--- config.mk ---
export PLATFORM = sky130hd
export DESIGN_NAME = rr_mux_arbiter8
export DESIGN_NICKNAME = d
export VERILOG_FILES = /design/src/rtl/rr_mux_arbiter8.sv
export SDC_FILE = /design/constraint.sdc
export NUM_CORES = 1
export LEC_CHECK = 0
export CAP_MARGIN = 20
export CELL_PAD_IN_SITES_DETAIL_PLACEMENT = 1
export CELL_PAD_IN_SITES_GLOBAL_PLACEMENT = 2
export CORE_MARGIN = 4
export CORE_UTILIZATION = 29
export DETAILED_ROUTE_END_ITERATION = 8
export HOLD_SLACK_MARGIN = 0.12
export PLACE_DENSITY = 0.78
export SETUP_SLACK_MARGIN = 0.2
export SLEW_MARGIN = 0
export SYNTH_ARGS = -nofsm -noshare
export SYNTH_HDL_FRONTEND = slang
export SYNTH_SLANG_ARGS = --single-unit
--- constraint.sdc ---
create_clock -name clock -period 2.9 [get_ports clock]
set_clock_uncertainty 0.1 [all_clocks]
set_input_delay 0.58 -clock clock [delete_from_list [all_inputs] [get_ports clock]]
set_output_delay 0.58 -clock clock [all_outputs]
set_load 0.01 [all_outputs]
--- src/rtl/rr_mux_arbiter8.sv ---
// rr_mux_arbiter8: round-robin arbiter sharing one 8:1 lookup mux between
// eight requesters. A winner keeps the mux until it releases it or drops its
// request; every grant is followed by at least one idle cycle.
// Optional feature macro: ARB_TIMEOUT_EN (forces a release after HOLD_LIMIT
// cycles in GRANT and pulses io_timeout). Without it io_timeout is tied to 0.
module rr_mux_arbiter8 #(
  parameter int HOLD_LIMIT = 16,
  parameter int CNT_W      = 16
) (
  input  logic             clock,
  input  logic             reset,
  input  logic [7:0]       io_req,
  input  logic             io_release,
  output logic [7:0]       io_grant,
  output logic [2:0]       io_sel,
  output logic             io_busy,
  output logic             io_timeout,
  output logic [CNT_W-1:0] io_grant_cnt
);

  typedef enum logic {
    IDLE  = 1'b0,
    GRANT = 1'b1
  } state_t;

  state_t           state_reg,  state_next;
  logic [2:0]       ptr_reg,    ptr_next;
  logic [7:0]       grant_reg,  grant_next;
  logic [2:0]       sel_reg,    sel_next;
  logic             busy_reg,   busy_next;
  logic [CNT_W-1:0] cnt_reg,    cnt_next;

  // Scan order: candidate gi is the requester (gi+1) places after the last winner.
  logic [2:0] scan_idx [8];
  logic [7:0] scan_hit;
  logic       win_found;
  logic [2:0] win_idx;

  logic release_cond;
  logic force_release;
  logic take_grant;
  logic drop_grant;

  // Marker scope that only elaborates when HOLD_LIMIT is outside 2..255.
  if (HOLD_LIMIT < 2 || HOLD_LIMIT > 255) begin : g_hold_limit_out_of_range
  end

  for (genvar gi = 0; gi < 8; gi++) begin : g_scan
    assign scan_idx[gi] = ptr_reg + 3'(gi + 1);
    assign scan_hit[gi] = io_req[scan_idx[gi]];
  end

  // Pick the nearest requesting candidate after the pointer (lowest scan slot wins).
  always_comb begin
    win_found = |scan_hit;
    win_idx   = ptr_reg;
    for (int i = 7; i >= 0; i--) begin
      if (scan_hit[i]) begin
        win_idx = scan_idx[i];
      end
    end
  end

  // While granted, ptr_reg is the owner, so its request bit tells whether it still wants the mux.
  assign release_cond = io_release | ~io_req[ptr_reg];

`ifdef ARB_TIMEOUT_EN
  localparam logic [7:0] HOLD_LAST = 8'(HOLD_LIMIT - 1);

  logic [7:0] hold_reg, hold_next;
  logic       timeout_reg, timeout_next;

  // A normal release on the limit cycle wins, so the timeout only fires when the owner holds on.
  assign force_release = (state_reg == GRANT) && !release_cond && (hold_reg == HOLD_LAST);

  // Hold counter restarts with each new grant and counts cycles spent in GRANT.
  always_comb begin
    hold_next    = hold_reg;
    timeout_next = force_release;
    if (take_grant) begin
      hold_next = 8'd0;
    end else if (state_reg == GRANT) begin
      hold_next = hold_reg + 8'd1;
    end
  end

  // Hold counter and timeout pulse registers.
  always_ff @(posedge clock) begin
    if (reset) begin
      hold_reg    <= 8'd0;
      timeout_reg <= 1'b0;
    end else begin
      hold_reg    <= hold_next;
      timeout_reg <= timeout_next;
    end
  end

  assign io_timeout = timeout_reg;
`else
  assign force_release = 1'b0;
  assign io_timeout    = 1'b0;
`endif

  // State register plus all registered outputs; reset parks the pointer at 7 so index 0 is scanned first.
  always_ff @(posedge clock) begin
    if (reset) begin
      state_reg <= IDLE;
      ptr_reg   <= 3'd7;
      grant_reg <= 8'd0;
      sel_reg   <= 3'd0;
      busy_reg  <= 1'b0;
      cnt_reg   <= '0;
    end else begin
      state_reg <= state_next;
      ptr_reg   <= ptr_next;
      grant_reg <= grant_next;
      sel_reg   <= sel_next;
      busy_reg  <= busy_next;
      cnt_reg   <= cnt_next;
    end
  end

  // Next-state logic: every grant ends by returning to IDLE, so grants are never back-to-back.
  always_comb begin
    state_next = state_reg;
    case (state_reg)
      IDLE: begin
        if (win_found) begin
          state_next = GRANT;
        end
      end
      GRANT: begin
        if (release_cond || force_release) begin
          state_next = IDLE;
        end
      end
      default: state_next = IDLE;
    endcase
  end

  assign take_grant = (state_reg == IDLE) && win_found;
  assign drop_grant = (state_reg == GRANT) && (state_next == IDLE);

  // Output logic: load the winner on grant entry, clear grant/busy on drop; io_sel always holds.
  always_comb begin
    ptr_next   = ptr_reg;
    grant_next = grant_reg;
    sel_next   = sel_reg;
    busy_next  = busy_reg;
    cnt_next   = cnt_reg;
    if (take_grant) begin
      grant_next = 8'd1 << win_idx;
      sel_next   = win_idx;
      ptr_next   = win_idx;
      busy_next  = 1'b1;
      if (cnt_reg != {CNT_W{1'b1}}) begin
        cnt_next = cnt_reg + CNT_W'(1);
      end
    end else if (drop_grant) begin
      grant_next = 8'd0;
      busy_next  = 1'b0;
    end
  end

  assign io_grant     = grant_reg;
  assign io_sel       = sel_reg;
  assign io_busy      = busy_reg;
  assign io_grant_cnt = cnt_reg;

endmodule

==> results by group <==
Synth
  • Synth Warn #: 0
  • Async set or reset register ratio after synthesis: 0
  • Register area share after synthesis: 0.269
  • Largest family of logic cells by synthesized area: multiplexers
  • Cell variety after synth: 53
  • Adder and majority gate portion of the synthesized area: 0.0158
  • FF+latch count, synth: 32
  • Most used flip-flop cell after synthesis: dfxtp_1
  • Post-synth EDFFs: 0
  • Post-synthesis compound-gate area fraction: 0.157
  • Synth Area in XOR/XNOR: 0.0731
  • Mapped cell area: approximately 2400 sq um
  • Gate Count Post-Synth: 262
  • Mux cell area share after synthesis: 0.231
  • Syn Area/Cell: 9.08 sq um
  • Syn_nets: 276
  • Synth Area in Simple Gates: 0.200

Placement
  • PortBufs: 38
  • Routability cong.: 0.802
  • DP Wirelength: 5630 um

Clocking
  • Clock sink total: 32
  • CTS buffer count: 5
  • H-tree depth: 2
  • CTS tree: built
  • Reg clk slew, reported paths: 0.07 ns
  • CTS max path bufs: 2
  • Insertion delay to the later sink of the worst-skew pair: ~0.28 ns
  • Root Buffer: clkbuf_8

STA
  • Peak Freq: around 360 MHz
  • Hold Vio Cnt, Final: 0
  • Final setup viols: 0
  • Final Max Tran Viols: 0
  • Setup TNS: 0 ns
  • RSZ-0062 raised after global routing: true
  • Minimum clock period: 2.80 ns
  • Final Cycle Share: 0.965

Die
  • Ports: 40
  • Die Width: ~99 um
  • Die height: 98.6 um
  • Core area: 7850 sq um
  • Starting density of the core: 0.303
  • Total die area: 9720 sq um
  • Cell Rows: 32

Routing
  • Residual DRC: 0
  • Detailed Routing Iterations Pass 1: 4
  • Via/cell ratio: 5.35
  • Initial drt markers: 97
  • Post-DRT Antenna Nets: 0
  • Post-Route WL: ~8300 um
  • Avg WL per Cell: approximately 18 um
  • DR vias: 2436

Job
  • Maxcap violations: 0

Global routing
  • Tot GR Track Use: 0.167
  • Global-route met2 utilization: 0.295
  • Gr ovfl total: 0
  • First-pass GRT wire length: 13400 um
  • Met1 Track Usage GR: 0.217
  • Routing usage on met3: 0.0297
  • Pin count of the biggest net entering global routing: 24
  • Most Used Layer, Global Route: met2
  • Vias in the first global route: roughly 2600
  • Initial antenna violation count: 0

Outcome
  • Run status: completed

Cells and area
  • Final Util: 0.460
  • Area Growth Syn to Fin: 51.7%
  • FILL cells: 924
  • Layout Nets: 366
  • Share of layout cells above drive strength 1: 0.368
  • Seq. cell area: 647 sq um
  • Max reg flops: 16
  • Multi-input gate area: about 1800 sq um
  • Antenna cells: 0

Critical path
  • CP arrival: 2.88 ns
  • Crit path capture type: register
  • Worst EP required: 2.98 ns
  • Critical Path Source Type: input pin
  • CP Class: in2reg
  • CP Max Fanout: 4

Pwr
  • PD cells: 1080 nW/um^2
  • Total power of the final layout: 0.00391 W
  • Leakage: 1.42 nW
  • Worst vdd ir: about 350 uV

Min path
  • Worst hold path class: reg2reg
-- what timing repair did --
action,4_1_cts,5_1_grt
endpoints found under the setup margin,32,28
pin swaps,2,5
hold endpoints to repair,0,0
gates resized for setup,38,27
hold buffers,0,0
setup buffers,10,1
-- final timing paths --
kind | startpoint | to | slack [ns] | depth (start not counted)
max | io_req[4] | io_grant[3]$_SDFFE_PP0P_ | 0.10 | 9
min | io_grant[7]$_SDFFE_PP0P_ | io_grant[7]$_SDFFE_PP0P_ | 0.37 | 1
max reg2reg | ptr_reg[0]$_SDFFE_PP1P_ | io_grant[3]$_SDFFE_PP0P_ | 0.10 | 10
min reg2reg | io_grant[7]$_SDFFE_PP0P_ | io_grant[7]$_SDFFE_PP0P_ | 0.37 | 1
-- per-layer routing --
layer / share of wire / vias up
met5: 0 / -
met4: 0.0079 / 0
met3: 0.038 / 8
met2: 0.51 / 52
met1: 0.45 / 1226
li1: - / 1150
-- area by class of cell --
type                       count  area share
clock inverter                 2     0.00277
clock buffer                   6      0.0229
sequential                    32       0.179
inverter                       7      0.0107
multi-input combinational    203       0.502
timing repair buffer         103       0.247
tap                          102      0.0354
-- power breakdown --
group / internal (W) / switching [W]
Combinational: 0.00151 / 0.00141
Sequential: 0.000535 / 0.0000965
Clock: 0.000189 / 0.000168
-- through the flow --
step | hold slack, ns | worst slack, ns | std cells | area [sq um]
2_1_floorplan | 0.395 | 0.0801 | 262 | 2450
3_3_place_gp | 0.350 | -0.447 | 436 | 3240
3_5_place_dp | 0.361 | -0.554 | 436 | 3240
4_1_cts | 0.379 | 0.146 | 454 | 3510
5_1_grt | 0.408 | 0.0340 | 455 | 3610
6_report | 0.374 | 0.100 | 455 | 3610
-- cells in the mapped netlist (2+ instances only) --
| cell | instances | share of area |
|---|---|---|
| xnor2_1 | 6 | 0.022 |
| nor2b_1 | 2 | 0.0053 |
| buf_4 | 2 | 0.0063 |
| mux2i_1 | 16 | 0.067 |
| ha_1 | 3 | 0.016 |
| clkbuf_1 | 9 | 0.014 |
| a21boi_0 | 3 | 0.0095 |
| a32o_1 | 8 | 0.034 |
| a21oi_1 | 11 | 0.023 |
| buf_2 | 6 | 0.013 |
| and3_1 | 10 | 0.026 |
| nand2_1 | 14 | 0.022 |
| nor3_1 | 2 | 0.0042 |
| a211oi_1 | 3 | 0.0095 |
| inv_1 | 6 | 0.0095 |
| or3_1 | 3 | 0.0079 |
| o221ai_1 | 3 | 0.011 |
| xor2_1 | 12 | 0.044 |
| mux4_1 | 2 | 0.022 |
| mux2_2 | 4 | 0.019 |
| nand4_1 | 6 | 0.016 |
| o21ai_0 | 7 | 0.015 |
| buf_1 | 2 | 0.0032 |
| and2_1 | 7 | 0.018 |
| nand3_1 | 12 | 0.025 |
| nor2_1 | 33 | 0.052 |
| dfxtp_1 | 32 | 0.27 |
| mux4_2 | 13 | 0.12 |
-- worst max-delay path, stage by stage --
cell and delay, ns:
dlygate4sd2_1 0.28, buf_4 0.16, mux4_2 0.50, mux2_4 0.30, or2_1 0.24, a311oi_2 0.24, o2bb2ai_2 0.16, and2_4 0.19
a32o_1 0.23
-- logic make-up (layout without fill, tap and decap cells) --
logic type | count (synthesis) | after routing
flops | 32 | 32
simple gates | 96 | 96
fa+ha+maj | 3 | 3
mux | 35 | 35
xor+xnor | 19 | 19
other cells | 1 | 1
compound gates | 49 | 49
buf+inv | 27 | 118
-- cell usage in the layout (no fill, tap or decap), types with 6 or more instances in the layout --
cell type / n
buf_4: 60
nor2_1: 31
clkdlybuf4s50_1: 30
dfxtp_1: 29
mux4_2: 15
nand2_1: 13
nand3_1: 12
a21oi_1: 11
xor2_1: 11
mux2i_1: 10
and3_1: 9
a32o_1: 8
nand4_1: 6
clkbuf_8: 6
(Power assumes the default switching activity.)
